## src/rtl/colour_wheel_ctrl_if.sv

```systemverilog
// rtl/colour_wheel_ctrl_if.sv - key/switch and drawing-datapath signals of the colour-wheel controller
interface colour_wheel_ctrl_if #(
    parameter int IDX_W        = 3,
    parameter int SCORE_DIGITS = 2,
    parameter int Y_W          = 7,
    parameter int SPEED_W      = 7
);
    logic                      go;
    logic                      left;
    logic                      right;
    logic [Y_W-1:0]            ball_y;
    logic [IDX_W-1:0]          ball_idx;
    logic                      draw_done;
    logic                      frame_tick;
    logic [IDX_W-1:0]          wheel_pos;
    logic                      game_en;
    logic                      new_col_en;
    logic                      ball_en;
    logic [4*SCORE_DIGITS-1:0] score;
    logic [4*SCORE_DIGITS-1:0] hscore;
    logic [SPEED_W-1:0]        speed;
    logic                      game_over;
    logic [2:0]                state_dbg;

    // controller side
    modport master (
        input  go, left, right, ball_y, ball_idx, draw_done, frame_tick,
        output wheel_pos, game_en, new_col_en, ball_en, score, hscore,
               speed, game_over, state_dbg
    );

    // keys and drawing datapath side
    modport slave (
        output go, left, right, ball_y, ball_idx, draw_done, frame_tick,
        input  wheel_pos, game_en, new_col_en, ball_en, score, hscore,
               speed, game_over, state_dbg
    );
endinterface

```

## src/rtl/colour_wheel_ctrl.sv

```systemverilog
// rtl/colour_wheel_ctrl.sv - colour-wheel game sequencer, wheel rotation, BCD score and speed level
module colour_wheel_ctrl #(
    parameter int NUM_COLOURS  = 4,
    parameter int IDX_W        = 3,
    parameter int SCORE_DIGITS = 2,
    parameter int Y_W          = 7,
    parameter int Y_HIT        = 119,
    parameter int SPEED_W      = 7,
    parameter int SPEED_MAX    = 100,
    parameter int HOLD_FRAMES  = 13
) (
    input  logic                clock,
    input  logic                resetn,
    colour_wheel_ctrl_if.master bus
);
    localparam int SW     = 4 * SCORE_DIGITS;
    localparam int HOLD_W = (HOLD_FRAMES < 2) ? 1 : $clog2(HOLD_FRAMES);

    localparam logic [2:0] S_IDLE  = 3'd0;
    localparam logic [2:0] S_SERVE = 3'd1;
    localparam logic [2:0] S_FALL  = 3'd2;
    localparam logic [2:0] S_OVER  = 3'd3;

    logic [2:0]         state;
    logic [IDX_W-1:0]   wheel;
    logic [SW-1:0]      score_r;
    logic [SW-1:0]      hscore_r;
    logic [SPEED_W-1:0] speed_r;
    logic               game_over_r;
    logic [HOLD_W-1:0]  hold_cnt;
    logic               left_cur, left_prev;
    logic               right_cur, right_prev;

    logic               game_en_c;
    logic               left_edge, right_edge;
    logic               check_fire;
    logic               hit;
    logic [IDX_W-1:0]   wheel_dec, wheel_inc;

    // BCD +1 with ripple carry; an all-nines score is held rather than wrapped
    function automatic logic [SW-1:0] bcd_inc(input logic [SW-1:0] v);
        logic [SW-1:0] r;
        logic          carry;
        r     = v;
        carry = 1'b1;
        for (int i = 0; i < SCORE_DIGITS; i++) begin
            if (carry) begin
                if (v[4*i +: 4] == 4'd9) begin
                    r[4*i +: 4] = 4'd0;
                end else begin
                    r[4*i +: 4] = v[4*i +: 4] + 4'd1;
                    carry       = 1'b0;
                end
            end
        end
        if (carry) begin
            r = v;
        end
        return r;
    endfunction

    // decode of enables, key edges and the hit condition
    always_comb begin
        game_en_c  = (state == S_SERVE) || (state == S_FALL);
        left_edge  = left_cur & ~left_prev;
        right_edge = right_cur & ~right_prev;
        check_fire = (state == S_FALL) && bus.frame_tick && bus.draw_done
                     && (bus.ball_y >= Y_W'(Y_HIT));
        hit        = (bus.ball_idx == wheel);
        wheel_dec  = (wheel == '0) ? IDX_W'(NUM_COLOURS - 1) : wheel - IDX_W'(1);
        wheel_inc  = (wheel == IDX_W'(NUM_COLOURS - 1)) ? '0 : wheel + IDX_W'(1);
    end

    // key history runs in every state so a key held across game start never steps
    always_ff @(posedge clock or negedge resetn) begin
        if (!resetn) begin
            left_cur   <= 1'b0;
            left_prev  <= 1'b0;
            right_cur  <= 1'b0;
            right_prev <= 1'b0;
        end else begin
            left_cur   <= bus.left;
            left_prev  <= left_cur;
            right_cur  <= bus.right;
            right_prev <= right_cur;
        end
    end

    // wheel rotation; the hit check in the same cycle still sees the old position
    always_ff @(posedge clock or negedge resetn) begin
        if (!resetn) begin
            wheel <= '0;
        end else if (state == S_IDLE && !bus.go) begin
            wheel <= '0;
        end else if (game_en_c && (left_edge ^ right_edge)) begin
            wheel <= left_edge ? wheel_dec : wheel_inc;
        end
    end

    // game sequencer with score, speed, high score and game-over hold timing
    always_ff @(posedge clock or negedge resetn) begin
        if (!resetn) begin
            state       <= S_IDLE;
            score_r     <= '0;
            hscore_r    <= '0;
            speed_r     <= SPEED_W'(1);
            game_over_r <= 1'b0;
            hold_cnt    <= '0;
        end else begin
            game_over_r <= 1'b0;
            case (state)
                S_IDLE: begin
                    if (!bus.go) begin
                        score_r <= '0;
                        speed_r <= SPEED_W'(1);
                        state   <= S_SERVE;
                    end
                end
                S_SERVE: begin
                    state <= S_FALL;
                end
                S_FALL: begin
                    if (check_fire) begin
                        if (hit) begin
                            score_r <= bcd_inc(score_r);
                            if (speed_r < SPEED_W'(SPEED_MAX)) begin
                                speed_r <= speed_r + SPEED_W'(1);
                            end
                            state <= S_SERVE;
                        end else begin
                            game_over_r <= 1'b1;
                            if (score_r > hscore_r) begin
                                hscore_r <= score_r;
                            end
                            hold_cnt <= '0;
                            state    <= S_OVER;
                        end
                    end
                end
                S_OVER: begin
                    if (bus.frame_tick) begin
                        if (hold_cnt == HOLD_W'(HOLD_FRAMES - 1)) begin
                            hold_cnt <= '0;
                            state    <= S_IDLE;
                        end else begin
                            hold_cnt <= hold_cnt + HOLD_W'(1);
                        end
                    end
                end
                default: begin
                    state <= S_IDLE;
                end
            endcase
        end
    end

    // output mapping onto the interface
    always_comb begin
        bus.wheel_pos  = wheel;
        bus.game_en    = game_en_c;
        bus.new_col_en = (state == S_SERVE);
        bus.ball_en    = (state == S_FALL);
        bus.score      = score_r;
        bus.hscore     = hscore_r;
        bus.speed      = speed_r;
        bus.game_over  = game_over_r;
        bus.state_dbg  = state;
    end
endmodule

```

## src/flat_wrapper.sv

```systemverilog
// flat-port wrapper written by rule: the top's interface ports become plain ports
module colour_wheel_ctrl_flat 
#(
    parameter int NUM_COLOURS  = 4,
    parameter int IDX_W        = 3,
    parameter int SCORE_DIGITS = 2,
    parameter int Y_W          = 7,
    parameter int Y_HIT        = 119,
    parameter int SPEED_W      = 7,
    parameter int SPEED_MAX    = 100,
    parameter int HOLD_FRAMES  = 13
)
  (clock, resetn, bus_go, bus_left, bus_right, bus_ball_y, bus_ball_idx, bus_draw_done, bus_frame_tick, bus_wheel_pos, bus_game_en, bus_new_col_en, bus_ball_en, bus_score, bus_hscore, bus_speed, bus_game_over, bus_state_dbg);
  colour_wheel_ctrl_if #(.IDX_W(IDX_W), .SCORE_DIGITS(SCORE_DIGITS), .Y_W(Y_W), .SPEED_W(SPEED_W)) bus_i ();
  input  logic clock;
  input  logic resetn;
  input wire logic [$bits(bus_i.go)-1:0] bus_go;
  input wire logic [$bits(bus_i.left)-1:0] bus_left;
  input wire logic [$bits(bus_i.right)-1:0] bus_right;
  input wire logic [$bits(bus_i.ball_y)-1:0] bus_ball_y;
  input wire logic [$bits(bus_i.ball_idx)-1:0] bus_ball_idx;
  input wire logic [$bits(bus_i.draw_done)-1:0] bus_draw_done;
  input wire logic [$bits(bus_i.frame_tick)-1:0] bus_frame_tick;
  output wire logic [$bits(bus_i.wheel_pos)-1:0] bus_wheel_pos;
  output wire logic [$bits(bus_i.game_en)-1:0] bus_game_en;
  output wire logic [$bits(bus_i.new_col_en)-1:0] bus_new_col_en;
  output wire logic [$bits(bus_i.ball_en)-1:0] bus_ball_en;
  output wire logic [$bits(bus_i.score)-1:0] bus_score;
  output wire logic [$bits(bus_i.hscore)-1:0] bus_hscore;
  output wire logic [$bits(bus_i.speed)-1:0] bus_speed;
  output wire logic [$bits(bus_i.game_over)-1:0] bus_game_over;
  output wire logic [$bits(bus_i.state_dbg)-1:0] bus_state_dbg;
  assign bus_i.go = bus_go;
  assign bus_i.left = bus_left;
  assign bus_i.right = bus_right;
  assign bus_i.ball_y = bus_ball_y;
  assign bus_i.ball_idx = bus_ball_idx;
  assign bus_i.draw_done = bus_draw_done;
  assign bus_i.frame_tick = bus_frame_tick;
  assign bus_wheel_pos = bus_i.wheel_pos;
  assign bus_game_en = bus_i.game_en;
  assign bus_new_col_en = bus_i.new_col_en;
  assign bus_ball_en = bus_i.ball_en;
  assign bus_score = bus_i.score;
  assign bus_hscore = bus_i.hscore;
  assign bus_speed = bus_i.speed;
  assign bus_game_over = bus_i.game_over;
  assign bus_state_dbg = bus_i.state_dbg;
  colour_wheel_ctrl #(.NUM_COLOURS(NUM_COLOURS), .IDX_W(IDX_W), .SCORE_DIGITS(SCORE_DIGITS), .Y_W(Y_W), .Y_HIT(Y_HIT), .SPEED_W(SPEED_W), .SPEED_MAX(SPEED_MAX), .HOLD_FRAMES(HOLD_FRAMES)) u_core (.clock(clock), .resetn(resetn), .bus(bus_i));
endmodule
```

## config.mk

```make
export PLATFORM = sky130hd
export DESIGN_NAME = colour_wheel_ctrl_flat
export DESIGN_NICKNAME = d
export VERILOG_FILES = /design/src/rtl/colour_wheel_ctrl_if.sv /design/src/rtl/colour_wheel_ctrl.sv /design/src/flat_wrapper.sv
export SDC_FILE = /design/constraint.sdc
export NUM_CORES = 1
export LEC_CHECK = 0
export CORE_AREA = 3 3 68 70
export CTS_BUF_LIST = sky130_fd_sc_hd__clkbuf_4
export DETAILED_ROUTE_END_ITERATION = 16
export DIE_AREA = 0 0 71 73
export PLACE_DENSITY = 0.92
export SLEW_MARGIN = 15
export SYNTH_ARGS = -nofsm -noshare
export SYNTH_HDL_FRONTEND = slang
export SYNTH_SLANG_ARGS = --single-unit
```

## constraint.sdc

```tcl
create_clock -name clock -period 3.5 [get_ports clock]
set_input_delay 0.7 -clock clock [delete_from_list [all_inputs] [get_ports clock]]
set_output_delay 0.7 -clock clock [all_outputs]
set_load 0.05 [all_outputs]
```

# Word-level counts from Yosys, hierarchy flattened

Index checks and enable logic that the tools add are counted.

Flip-flop bits (word level): 38
Input port bits: 17
Output and inout bits: 33
Word-level logic and storage cells: 103

$add $sub $neg: 6
Order comparisons: 3
Equality and inequality tests: 17
Mux-type cells: 41
Bitwise gates (word level): 6
Reduce and logical (&&, ||, !) cells: 18

Operators with widths:

| cell                  | number |
|---|---|
| $mux W8               | 4 |
| $mux W4               | 7 |
| $mux W7               | 4 |
| $mux W3               | 9 |
| $pmux W8 S2           | 1 |
| $pmux W7 S2           | 1 |
| $add A4 B1 Y4 const B | 3 |
| $eq A4 B4 Y1 const B  | 3 |
| $mux W1               | 12 |
| $pmux W3 S4           | 1 |
| $reduce_and A4 Y1     | 3 |
| $ne A2 B1 Y1 const B  | 5 |
| $reduce_and A5 Y1     | 2 |
| $eq A3 B2 Y1 const B  | 3 |
| $gt A8 B8 Y1          | 1 |
| $ne A2 B2 Y1 const B  | 4 |
| $pmux W4 S2           | 1 |
| $add A7 B1 Y7 const B | 1 |
| $ge A7 B7 Y1 const B  | 1 |
| $lt A7 B7 Y1 const B  | 1 |
| $logic_not A3 Y1      | 2 |
| $reduce_and A6 Y1     | 1 |
| $reduce_bool A2 Y1    | 3 |
| $logic_and A1 B1 Y1   | 5 |
| other kinds (10)      | 13 |

# Logic depth before layout (Yosys ltp)

Depth after elaboration: 14
Mapped depth: 9
Mapped depth without buffers: 7

# Worst setup path after synthesis

No wires, ideal clock.

Path type: register to register
From: register u_core.state[0] (netlist: u_core.bus.state_dbg[0])
To: register u_core.speed_r[5] (netlist: u_core.bus.speed[5])
Data arrival time: 2.678 ns
Path slack: 0.745 ns
Stages on the path, launching flop included: 10
Cells stage by stage: dfrtp_1 inv_1 ha_1 buf_6 or3b_4 o31ai_2 o211ai_2 buf_6 or3_1 a21oi_1

Longest elaborated chain between the ends: 6

Ends and longest elaborated chain:

| what                             | RTL line                 | text |
|---|---|---|
| start: declaration               | colour_wheel_ctrl.sv:24  | `logic [2:0] state;` |
| start signal: assignment         | colour_wheel_ctrl.sv:103 | `state <= S_IDLE;` |
| start signal: assignment         | colour_wheel_ctrl.sv:116 | `state <= S_SERVE;` |
| start signal: assignment         | colour_wheel_ctrl.sv:120 | `state <= S_FALL;` |
| $eq A3 B2 Y1 *                   | n/a                      |  |
| net bus_ball_en                  | flat_wrapper.sv:27       | `output wire logic [$bits(bus_i.ball_en)-1:0] bus_ball_en;` |
| $logic_and A1 B1 Y1 (2 in a row) | colour_wheel_ctrl.sv:67  | `check_fire = (state == S_FALL) && bus.frame_tick && bus.draw_done` |
| $logic_and A1 B1 Y1              | colour_wheel_ctrl.sv:68  | `&& (bus.ball_y >= Y_W'(Y_HIT));` |
| $ne A2 B1 Y1 (no line)           | n/a                      |  |
| $reduce_and A5 Y1 (no line)      | n/a                      |  |
| end signal: assignment           | colour_wheel_ctrl.sv:127 | `speed_r <= speed_r + SPEED_W'(1);` |
| end: declaration                 | colour_wheel_ctrl.sv:28  | `logic [SPEED_W-1:0] speed_r;` |

The timed path passes the listed nets; every way through them passes the cells marked *.
A chain may end at the register's enable or synchronous reset.

# Final worst setup path

From: register u_core.state[0] (netlist: u_core.bus.state_dbg[0])
To: output bus_ball_en

Longest elaborated chain between the ends: 1

Ends and longest elaborated chain:

| what             | RTL line                 | text |
|---|---|---|
| $eq A3 B2 Y1     | colour_wheel_ctrl.sv:162 | `bus.ball_en = (state == S_FALL);` |
| end: declaration | flat_wrapper.sv:27       |  |

No other way between the ends.

==> run summary <==
Worst Max-Slew Pin Slew: 0.948 ns
Placer Congestion: 0.872
antenna viol nets, final: 0
Leak: 1.25 nW
final hold violations: 0
Worst-Skew Late Latency: 0.36 ns
Netlist cell types: 48
Ant. Diodes: 0
CTS tree: yes
WP data required: 2.80 ns
core footprint: 4030 um2
final wirelength: 5110 um
worst setup path class: register to primary output
P&R area growth vs syn: 24.2%
Tcrit/Tclk final: 0.800
Top FF cell, synth: dfrtp_1
worst setup margin: 0.700 ns
Max FO, Critical Path: 6
wire per inst: 15.2 um
sequential area share after synthesis: 0.403
Initial Util: 0.571
# port buffers: 48
clock root buffer: clkbuf_4
f_max: 357 MHz
largest area contributor in the netlist: dfrtp_1
Final Critical Period: 2.80 ns
Syn Inst Count: 234
run status: finished clean
worst hold margin: 0.383 ns
Setup TNS: 0 ns
final core utilization: 0.709
final net count: 324
hold crit path type: register to register
Post-Syn Area: 2300 um2
CTS max path bufs: 2
Synth async-reset ratio: 1.00
Residual DRC: 0
share of the synthesized area in the top cell type: 0.392
share of cells above drive strength 1: 0.0909
Die Height: 73 um
Post-synth EDFFs: 0
Max-slew headroom: 0.368
# setup viols final: 0
syn nets: 273
worst slack, placed: 0.641 ns
YS warnings: 0
flops & latches, synth: 37
largest net degree at the start of global routing: 38
CP Capture Type: primary output
postcts setup bufs: 0
Num CTS Buffers: 5
die area: 5180 um2
synth top area cells: dfrtp_1, ha_1, inv_1
critical path launch point type: register
vias per cell: 5.79
post-route cell area: 2860 um2
Chip Width: 71 um
DP HPWL: 3840 um
antenna violations before repair: 0
Max VDD drop: 0.544 mV
first-pass GRT wire length: 8510 um
number of H-tree levels: 2
std cell rows: 23
GR Util All Layers: 0.207
IO Pins: 50
total iterations of the first detailed-routing run: 5
total gr overflow: 0
Worst Skew: 0.00873 ns
DP Area: 2810 um2
syn avg cell area: 9.83 um2
Crit path arrival time: 2.10 ns
vias: 1945
Slew Limit Fails: 0
CTS hold repair buffers: 0
Pwr Density: 762 nW/um2
RSZ-0062 raised after global routing: false
clock net sink count: 37
Max Cap Viol: 0
PostCTS Resize Cnt: 0
vias in the first global route: 1964
clk slew on worst S/H paths: 0.11 ns
Starting DRT DRC Count: 115
cells by family (layout without fill, tap and decap cells):
kind of cell / count (synthesis) / after routing / share of synthesized area
xor gates and xnor gates: 5 / 5 / 0.0190
other: 1 / 1 / 0.00163
DFF: 37 / 37 / 0.403
buffers and inverters: 28 / 80 / 0.0544
muxes: 13 / 13 / 0.0604
AOI/OAI and AO/OA: 52 / 52 / 0.158
and+or+nand+nor: 76 / 76 / 0.184
adders and majority gates: 22 / 22 / 0.120
cell usage in the layout (no fill, tap or decap), drive strengths merged, types with 3 or more instances in the layout:
master	count
clkdlybuf4s50	47
dfrtp	36
inv	23
nand2	23
ha	22
o21ai	15
nand3	13
a21oi	11
mux2	7
or3	6
mux2i	6
nor2	6
o31ai	6
nand4	6
clkbuf	5
a22o	4
nor2b	4
xor2	3
nand3b	3
or4	3
o211ai	3
clkinv	3
layout make-up:
| type | count | area, um2 |
|---|---|---|
| well taps | 50 | 62.6 |
| flip-flops and latches | 37 | 927 |
| inverters | 23 | 86.3 |
| clock inverters | 3 | 12.5 |
| multi-input cells | 169 | 1250 |
| repair buffers | 49 | 483 |
| clock buffers | 5 | 37.5 |
| fillers | 294 | 1170 |
power breakdown:
| part | switching (mW) | leakage, nW | total, mW | internal [mW] |
|---|---|---|---|---|
| registers | 0.142 | 0.476 | 0.671 | 0.529 |
| clock network | 0.147 | 0.0300 | 0.220 | 0.0726 |
| logic | 0.820 | 0.743 | 1.28 | 0.465 |
| total | 1.11 | 1.25 | 2.18 | 1.07 |
layer usage:
metal	global-route usage	share of wire	vias to the layer above
li1	-	-	936
met1	0.241	0.42	937
met2	0.366	0.52	59
met3	0.0344	0.041	13
met4	0.106	0.023	0
met5	0	0	-
Yosys cell counts (3+ instances only):
cell type	number
or3_1	6
nand3b_1	3
ha_1	22
xor2_1	3
o31ai_1	5
o21ai_0	15
nand3_1	13
mux2i_1	6
dfrtp_1	36
nand2_1	23
nand4_1	5
a22o_1	4
nor2b_1	4
or4_1	3
mux2_2	7
a21oi_1	11
nor2_1	5
inv_1	23
worst max-delay path: stages, from the launching register on:
cell and delay, ns:
dfrtp_1 0.46, inv_1 0.16, ha_1 0.29, clkdlybuf4s50_1 0.84
registers in the layout, indices dropped and copies added, names as in the netlist:
signal,flops
u_core.bus.game_over,1
u_core.bus.hscore,8
u_core.bus.score,8
u_core.bus.speed,7
u_core.bus.state_dbg,2
u_core.bus.wheel_pos,3
u_core.hold_cnt,4
u_core.left_cur,1
u_core.left_prev,1
u_core.right_cur,1
u_core.right_prev,1
through the flow:
step	cells	power (mW)
3_5_place_dp	328	1.96
2_1_floorplan	234	1.58
6_report	336	2.18
5_1_grt	336	2.32
4_1_cts	336	2.18
3_3_place_gp	328	1.91
worst paths after layout:
kind                                          from                   end  slack [ns]  depth (start not counted)
max                        u_core.bus.state_dbg[0]           bus_ball_en        0.70                          3
min                               u_core.right_cur     u_core.right_prev        0.38                          0
max reg2reg                u_core.bus.state_dbg[0]   u_core.bus.score[2]        0.93                          7
min reg2reg                       u_core.right_cur     u_core.right_prev        0.38                          0
max in group asynchronous                   resetn  u_core.bus.hscore[0]        2.54                          1
min in group asynchronous                   resetn       u_core.left_cur        0.43                          1
Power figures use the tool's default switching activity.
